$ cat config.mk
export PLATFORM = sky130hd
export DESIGN_NAME = bomb_placer
export DESIGN_NICKNAME = d
export VERILOG_FILES = /design/src/rtl/bomb_placer.sv
export SDC_FILE = /design/constraint.sdc
export NUM_CORES = 1
export LEC_CHECK = 0
export ABC_CLOCK_PERIOD_IN_PS = 1900
export CAP_MARGIN = 20
export CELL_PAD_IN_SITES_DETAIL_PLACEMENT = 1
export CELL_PAD_IN_SITES_GLOBAL_PLACEMENT = 2
export CORE_MARGIN = 4
export CORE_UTILIZATION = 28
export DETAILED_ROUTE_END_ITERATION = 10
export PLACE_DENSITY = 0.77
export SLEW_MARGIN = 20
export SYNTH_ARGS = -nofsm -noshare
export SYNTH_HDL_FRONTEND = slang
export SYNTH_SLANG_ARGS = --single-unit
$ cat constraint.sdc
create_clock -name clock -period 1.9 [get_ports clock]
set_input_delay 0.475 -clock clock [delete_from_list [all_inputs] [get_ports clock]]
set_output_delay 0.475 -clock clock [all_outputs]
set_load 0.05 [all_outputs]
$ cat src/rtl/bomb_placer.sv
// Places exactly NUM_BOMBS mines on a GRID_SIZE x GRID_SIZE board using a free-running
// Fibonacci LFSR; cells flagged in safe_mask never receive a mine.
module bomb_placer #(
  parameter int                    GRID_SIZE  = 3,
  parameter int                    NUM_BOMBS  = 2,
  parameter int                    LFSR_WIDTH = 8,
  parameter logic [LFSR_WIDTH-1:0] SEED       = 8'hA5,
  parameter int                    MAX_TRIES  = 255
) (
  input  logic                             clock,
  input  logic                             reset,
  input  logic                             start,
  input  logic [GRID_SIZE*GRID_SIZE-1:0]   safe_mask,
  output logic                             busy,
  output logic                             done,
  output logic                             fail,
  output logic [GRID_SIZE*GRID_SIZE-1:0]   bomb_grid
);

  localparam int N     = GRID_SIZE * GRID_SIZE;
  localparam int IDX_W = $clog2(N);
  localparam int CNT_W = $clog2(N + 1);

  localparam logic [1:0] IDLE = 2'd0;
  localparam logic [1:0] DRAW = 2'd1;
  localparam logic [1:0] DONE = 2'd2;

  // Maximal-length tap sets (bit positions, 0-based) for the common widths.
  function automatic logic [31:0] tap_mask(input int w);
    case (w)
      4:       return 32'h0000_000C;
      5:       return 32'h0000_0014;
      6:       return 32'h0000_0030;
      7:       return 32'h0000_0060;
      8:       return 32'h0000_00B8;
      9:       return 32'h0000_0110;
      10:      return 32'h0000_0240;
      11:      return 32'h0000_0500;
      12:      return 32'h0000_0829;
      13:      return 32'h0000_100D;
      14:      return 32'h0000_2015;
      15:      return 32'h0000_6000;
      16:      return 32'h0000_D008;
      default: return 32'h0000_0003 << (w - 2);
    endcase
  endfunction

  localparam logic [LFSR_WIDTH-1:0] TAPS = LFSR_WIDTH'(tap_mask(LFSR_WIDTH));

  logic [1:0]            state;
  logic [LFSR_WIDTH-1:0] lfsr;
  logic [CNT_W-1:0]      count;
  logic [7:0]            tries;
  logic [IDX_W-1:0]      cand;
  logic [N-1:0]          cand_hot;
  logic                  cand_blocked;
  logic                  accept;
  logic                  feedback;

  assign feedback = ^(lfsr & TAPS);

  always_ff @(posedge clock) begin
    if (!reset) begin
      lfsr <= SEED;
    end else if (lfsr == '0) begin
      lfsr <= SEED;
    end else begin
      lfsr <= {lfsr[LFSR_WIDTH-2:0], feedback};
    end
  end

  assign cand = lfsr[IDX_W-1:0];

  // One-hot decode keeps out-of-range candidates from ever indexing past the grid.
  always_comb begin
    cand_hot = '0;
    for (int unsigned i = 0; i < N; i++) begin
      cand_hot[i] = (cand == IDX_W'(i));
    end
    cand_blocked = |(cand_hot & (bomb_grid | safe_mask));
    accept       = (state == DRAW) && (|cand_hot) && !cand_blocked;
  end

  always_ff @(posedge clock) begin
    if (!reset) begin
      state     <= IDLE;
      bomb_grid <= '0;
      busy      <= 1'b0;
      done      <= 1'b0;
      fail      <= 1'b0;
      count     <= '0;
      tries     <= '0;
    end else begin
      case (state)
        IDLE: begin
          if (start) begin
            bomb_grid <= '0;
            fail      <= 1'b0;
            if (NUM_BOMBS == 0) begin
              state <= DONE;
              done  <= 1'b1;
            end else begin
              state <= DRAW;
              busy  <= 1'b1;
              count <= CNT_W'(NUM_BOMBS);
              tries <= '0;
            end
          end
        end
        DRAW: begin
          tries <= tries + 8'd1;
          if (accept) begin
            bomb_grid <= bomb_grid | cand_hot;
            count     <= count - CNT_W'(1);
          end
          // Completing the last mine takes priority over the try-limit abort.
          if (accept && count == CNT_W'(1)) begin
            state <= DONE;
            busy  <= 1'b0;
            done  <= 1'b1;
          end else if (tries == 8'(MAX_TRIES - 1)) begin
            state <= DONE;
            busy  <= 1'b0;
            done  <= 1'b1;
            fail  <= 1'b1;
          end
        end
        DONE: begin
          done  <= 1'b0;
          state <= IDLE;
        end
        default: begin
          state <= IDLE;
          busy  <= 1'b0;
          done  <= 1'b0;
        end
      endcase
    end
  end

endmodule

==> impl_metrics.tcl, run 1 <==
set metrics [dict create \
    outcome "finished, violations left" \
    violations "setup timing" \
    worstMarginPinSlew_ns 0.5160 \
    worstHoldStart "lfsr[4]$_SDFF_PP0_" \
    dpl_worst_slack_ns -0.5414 \
    ant_nets 0 \
    grt_pass1_wl_um 7576 \
    critPathLaunchType "register" \
    drc 0 \
    power.internal_mw 1.211 \
    syn_area_mm2 0.001528 \
    post_drt_wl_per_cell_um 16.34 \
    antenna_found_initial 0 \
    worst_path_max_delay_cell "o41a_1" \
    synth_flop_cell "dfxtp_1" \
    wl_met1_um 2127 \
    crit_top_cell "buf_6" \
    drtIter0Drc 34 \
    fin_area_mm2 0.002263 \
    cts.clk_slew.worst_paths_ns 0.07 \
    ir_worst_vdd_uv 445.6 \
    netlist_instances 179 \
    synth_edf_count 0 \
    ios 24 \
    clock-sinks 34 \
    rsz0062_at_grt "true" \
    synth_top_area_share_pct 44.55 \
    p_comb_share_pct 26.1 \
    die_w_um 81.87 \
    cts_buffers 5 \
    hold_buffers 0 \
    powerDensity_mw_per_mm2 759.8 \
    hold_path.class "reg2reg" \
    yosys_warnings 0 \
    required_ns 2.10 \
    core_mm2 0.005205 \
    pwr-share-seq_pct 45.4 \
    slew_violations 0 \
    vias_per_cell 5.056 \
    ys_top_cells_by_area "dfxtp_1 (45%), nand2_1 (5.9%), nor2_1 (4.7%), ha_1 (4.1%), o31ai_1 (3.4%)" \
    area_growth_pct 48.16 \
    ys_ff_latch 34 \
    crit_buf_inv 3 \
    routed_wl_um 4967 \
    hold_violations 0 \
    fin_nets 251 \
    totalPowerFinal_mw 1.720 \
    postPlaceCellArea_mm2 0.001983 \
    finClkSkew_ns 0.01036 \
    period_share_pct 101.8 \
    synth_nets 196 \
    dp_cells 292 \
    p_leak_nw 0.9322 \
    clk_latency_ns 0.28 \
    finalSetupTns_ns -0.1333 \
    ys_types 43 \
    maxSlewHeadroom_pct 65.31 \
    setup_ws_ns -0.03356 \
    async_flop_share_pct 0 \
    final_cells 304 \
    cp-end-kind "register" \
    grt_pass1_vias 1569 \
    diodes 0 \
    ctsHtreeMaxLevel 2 \
    drive_gt1_share_pct 33.76 \
    worstSetupPathType "reg2reg" \
    clock_path_buffers 2 \
    overflow 0 \
    drv_cap 0 \
    rows 26 \
    initial_utilization_pct 29.35 \
    crit_chain "or2_4, o41a_1, nor4_4, buf_4, nand2_4, buf_6, buf_6, o31ai_1" \
    cts_tree "done" \
    groute.usage.overall_pct 14.98 \
    path_delay_family "compound AO/OA/AOI/OAI gates" \
    routed-wl-met3_um 179 \
    n_fill_cell 617 \
    cp_max_fo 6 \
    die_y_um 81.87 \
    p_sw_uw 508.8 \
    p_clk_share_pct 28.6 \
    cts_root_buf "clkbuf_8" \
    dr.max_layer_used "met4" \
    port_buffers 23 \
    dr_wl_met2_um 2593 \
    dpl.hpwl_um 3535 \
    avgSynthCellArea_um2 8.535 \
    worstSetupStartpoint "lfsr[0]$_SDFF_PP1_" \
    yosysSeqAreaShare_pct 44.55 \
    first_pass_iters 4 \
    synth_top_area_cell "dfxtp_1" \
    place.gp.congestion 0.7970 \
    worstPathArrival_ns 2.14 \
    p_sw_share_pct 29.59 \
    grt_max_degree 12 \
    fmax_mhz 517.2 \
    fin_crit_ns 1.934 \
    die_area_mm2 0.006702 \
    slowest_delay_ns 0.37 \
    vias 1537 \
    finalSetupViolCount 7 \
    rr_startpoint "lfsr[0]$_SDFF_PP1_" \
]
timing repair:
| action | 4_1_cts | 5_1_grt |
|---|---|---|
| gates cloned | 0 | 0 |
| endpoints found under the setup margin | 16 | 18 |
| resized for setup | 9 | 31 |
| pin swaps | 12 | 19 |
| buffers inserted | 5 | 0 |
power by group through the flow:
stage / clock, mW / sequential, mW / combinational [mW]
2_1_floorplan: 0 / 0.817 / 0.163
3_3_place_gp: 0 / 0.792 / 0.351
3_5_place_dp: 0 / 0.794 / 0.358
4_1_cts: 0.513 / 0.777 / 0.394
5_1_grt: 0.550 / 0.785 / 0.482
6_report: 0.491 / 0.780 / 0.448
cell usage in the layout (no fill, tap or decap), types with 3 or more instances in the layout:
master and instances:
a21oi_1 7, and3_1 5, buf_4 36, buf_6 5
clkbuf_8 5, clkdlybuf4s50_1 6, dfxtp_1 30, dfxtp_2 4
dlymetal6s2s_1 5, ha_1 5, inv_1 7, nand2_1 24
nand2b_1 5, nand3_1 6, nor2_1 18, nor3_1 6
o21a_1 3, o21ai_1 3, o31ai_1 3, o31ai_2 3
or2_2 4
metal layers:
metal	vias up	global-route usage, %
li1	737	-
met1	769	17.39
met2	25	26.09
met3	6	5.044
met4	0	4.153
met5	-	0
flip-flops by register name, indices dropped and copies added (netlist names):
| register | flops |
|---|---|
| tries | 8 |
| lfsr | 8 |
| bomb_grid | 9 |
| state | 2 |
| busy | 1 |
| fail | 1 |
| count | 4 |
| done | 1 |
synthesized netlist by cell type, drive strengths merged, types with 3 or more instances:
cell type	instances
ha	5
nor3	7
clkbuf	4
and3	5
o21a	3
nand2b	5
a21oi	9
or2	6
inv	7
nand2	25
o31ai	7
nor2	19
nand3	7
o21ai	6
dfxtp	34
cells by family (layout without fill, tap and decap cells):
| family | Yosys count | count (layout) | share of synthesized area (%) |
|---|---|---|---|
| AO/OA/AOI/OAI | 37 | 37 | 16.30 |
| adder cells (fa/ha/maj) | 5 | 5 | 4.095 |
| XOR/XNOR | 2 | 2 | 1.147 |
| flip-flops | 34 | 34 | 44.55 |
| buffers and inverters | 11 | 66 | 2.703 |
| AND/OR/NAND/NOR | 89 | 89 | 30.47 |
| multiplexers | 1 | 1 | 0.7370 |
area by class of cell:
type	instances	area [µm²]	share of cell area (%)
clock buffer	7	76.32	3.372
inverter	7	26.28	1.161
multi-input combinational	134	938.4	41.46
sequential	34	685.7	30.29
tap	70	87.58	3.870
timing repair buffer	52	449.2	19.85
worst paths after layout:
| path | slack, ns | cells after the start | end |
|---|---|---|---|
| setup reg to reg | -0.03 | 8 | bomb_grid[2]$_SDFFE_PN0P_ |
| setup / recovery | -0.03 | 8 | bomb_grid[2]$_SDFFE_PN0P_ |
| hold / removal | 0.44 | 2 | lfsr[5]$_SDFF_PP1_ |
| hold reg to reg | 0.44 | 2 | lfsr[5]$_SDFF_PP1_ |
tightest hold or removal path: stages, from the launching register on:
cell and delay (ns):
dfxtp_1 0.30, inv_1 0.05, nand2b_1 0.06
through the flow:
step	hold slack, ns	util [%]
4_1_cts	0.4473	40.96
5_1_grt	0.4755	43.49
3_5_place_dp	0.4314	38.10
2_1_floorplan	0.4073	-
3_3_place_gp	0.4215	38.10
6_report	0.4414	43.49
Power figures use the tool's default switching activity.
==> run 2, diff against run 1 <==
--- a/config.mk
+++ b/config.mk
@@ -6,7 +6,6 @@
 export NUM_CORES = 1
 export LEC_CHECK = 0
 export ABC_CLOCK_PERIOD_IN_PS = 1900
-export CAP_MARGIN = 20
 export CELL_PAD_IN_SITES_DETAIL_PLACEMENT = 1
 export CELL_PAD_IN_SITES_GLOBAL_PLACEMENT = 2
 export CORE_MARGIN = 4
==> results of run 2 <==
Final layout, timing and power as in run 1 (identical DEF).
==> run 3, diff against run 2 <==
--- a/config.mk
+++ b/config.mk
@@ -12,6 +12,7 @@
 export CORE_UTILIZATION = 28
 export DETAILED_ROUTE_END_ITERATION = 10
 export PLACE_DENSITY = 0.77
+export REMOVE_ABC_BUFFERS = 1
 export SLEW_MARGIN = 20
 export SYNTH_ARGS = -nofsm -noshare
 export SYNTH_HDL_FRONTEND = slang
==> run 3 against run 2 <==
The run still ends with setup timing left. First-iteration DRC count grew 41%. Die area is the same. Non-clock buffer count is 4 higher. Cell area rose by 5.0%. Worst hold slack better by 0.0084 ns. Register-to-register slack got worse by 0.09 ns. Cell count up 1.6%. Sequential power is 1% higher. Via count rose by 2.5%. Combinational power grew 8.9%. Clock power up 37%. Largest cell class unchanged.
==> impl_metrics.tcl, run 3 (synthesis gave the netlist of run 1 again) <==
set metrics [dict create \
    period_share_pct 106.5 \
    pwr-share-seq_pct 40.5 \
    fin_nets 255 \
    first_pass_iters 4 \
    p_sw_uw 586.8 \
    fmax_mhz 494.3 \
    critPathLaunchType "register" \
    cts.clk_slew.worst_paths_ns 0.07 \
    clock_path_buffers 2 \
    hold_path.class "reg2reg" \
    drc 0 \
    holdPathStages 2 \
    fin_crit_ns 2.023 \
    diodes 0 \
    cts_buffers 5 \
    cp-end-kind "register" \
    core_mm2 0.005205 \
    r2r_end "count[1]$_SDFFE_PN0P_" \
    setup_ws_ns -0.1230 \
    dpl.hpwl_um 3520 \
    clk_latency_ns 0.29 \
    p_clk_share_pct 34.5 \
    ant_nets 0 \
    worstPathArrival_ns 2.22 \
    largest_reg_flops 9 \
    drtIter0Drc 48 \
    cts_root_buf "clkbuf_8" \
    initial_utilization_pct 29.35 \
    rsz0062_at_grt "true" \
    ctsHtreeMaxLevel 2 \
    finalSetupViolCount 9 \
    n_fill_cell 639 \
    violations "setup timing" \
    required_ns 2.10 \
    reg2reg_slack_ns -0.12 \
    maxSlewHeadroom_pct 69.03 \
    finClkSkew_ns 0.007919 \
    drive_gt1_share_pct 35.98 \
    p_sw_share_pct 30.13 \
    final_util_pct 45.65 \
    hold_violations 0 \
    routed_wl_um 5729 \
    reg_top3 "bomb_grid: 9 flops, lfsr: 8 flops, tries: 8 flops" \
    area_growth_pct 55.53 \
    totalPowerFinal_mw 1.948 \
    outcome "finished, violations left" \
    clock-sinks 34 \
    regArea_um2 686.9 \
    hold_buffers 0 \
    die_y_um 81.87 \
    worstMarginPinSlew_ns 0.4606 \
    rows 26 \
    cts_tree "done" \
    final_common_cell "buf_4" \
    grt_pass1_vias 1717 \
    overflow 0 \
    finalSetupTns_ns -0.5594 \
    drv_cap 0 \
    worstSetupPathType "reg2reg" \
    port_buffers 23 \
    place.gp.congestion 0.8604 \
    r2r_cells 10 \
    ir_worst_vdd_uv 342.0 \
    powerDensity_mw_per_mm2 819.6 \
    grt_max_degree 15 \
    p_leak_nw 0.9787 \
    die_w_um 81.87 \
    multi_input_area_um2 975.9 \
    top_register "bomb_grid" \
    whs_endpoint "lfsr[5]$_SDFF_PP1_" \
    vias 1576 \
    die_area_mm2 0.006702 \
    p_comb_share_pct 25.1 \
    grt_pass1_wl_um 8535 \
    power.internal_mw 1.361 \
    antenna_found_initial 0 \
    rr_startpoint "lfsr[0]$_SDFF_PP1_" \
    groute.usage.overall_pct 16.75 \
    ios 24 \
    vias_per_cell 5.100 \
    layout_common_cells "buf_4 (38), dfxtp_1 (31), nand2_1 (24), nor2_1 (17), a21oi_1 (8)" \
    cp_max_fo 4 \
    worstHoldStart "lfsr[4]$_SDFF_PP0_" \
    slew_violations 0 \
    post_drt_wl_per_cell_um 18.54 \
]
## run 3: per-layer routing
layer	up-vias	share of wire (%)	track usage (%)
met4	0	3.5	5.648
met1	770	45	20.40
met5	-	0	0
met3	20	3.3	4.057
met2	36	49	28.68
li1	750	-	-
## run 3: power by group through the flow
| stage | logic [mW] | registers [mW] | clock network [mW] |
|---|---|---|---|
| after floorplan | 0.154 | 0.822 | 0 |
| after global placement | 0.350 | 0.795 | 0 |
| after detailed placement | 0.360 | 0.797 | 0 |
| after CTS | 0.393 | 0.783 | 0.679 |
| after global routing | 0.522 | 0.792 | 0.706 |
| final | 0.488 | 0.788 | 0.672 |
## run 3: repair_timing
action | 4_1_cts | 5_1_grt
resized for setup | 15 | 35
pin swaps | 17 | 14
buffers inserted | 4 | 8
setup endpoints to repair | 18 | 18
cloned | 0 | 0
## run 3: worst max path at each step
| stage | from | endpoint | cells past startpoint |
|---|---|---|---|
| 3_3_place_gp | safe_mask[8] | count[2]$_SDFFE_PN0P_ | 6 |
| 6_report | lfsr[0]$_SDFF_PP1_ | count[1]$_SDFFE_PN0P_ | 10 |
| 3_5_place_dp | safe_mask[8] | state[0]$_SDFFE_PN0P_ | 7 |
| 4_1_cts | lfsr[1]$_SDFF_PP0_ | count[2]$_SDFFE_PN0P_ | 7 |
| 2_1_floorplan | lfsr[1]$_SDFF_PP0_ | count[2]$_SDFFE_PN0P_ | 6 |
| 5_1_grt | lfsr[1]$_SDFF_PP0_ | state[1]$_SDFFE_PN0P_ | 8 |
## run 3: critical path, cell delays in order, from the launching register on
cell and delay, ns:
dfxtp_2 0.34, buf_6 0.11, or3b_4 0.41, a211oi_4 0.27, nor4_4 0.08, buf_4 0.17
nand2_4 0.09, buf_6 0.13, buf_6 0.10, nor2_4 0.03, a311oi_2 0.19
## run 3: through the flow
| step | std cells | setup WS (ns) | hold WS [ns] | area [µm²] |
|---|---|---|---|---|
| floorplan | 175 | -0.2366 | 0.4073 | 1513 |
| global placement | 291 | -0.5107 | 0.4131 | 1973 |
| detailed placement | 291 | -0.5545 | 0.4404 | 1973 |
| CTS | 302 | -0.1635 | 0.4571 | 2182 |
| global route | 309 | -0.1716 | 0.4810 | 2376 |
| finish | 309 | -0.1230 | 0.4498 | 2376 |
## run 3: layout make-up
cell class	instances	area share (%)
flip-flops and latches	34	28.91
inverters	7	1.106
well taps	70	3.686
clock buffers	5	2.896
clock inverters	3	1.685
multi-input cells	134	41.07
repair buffers	56	20.64
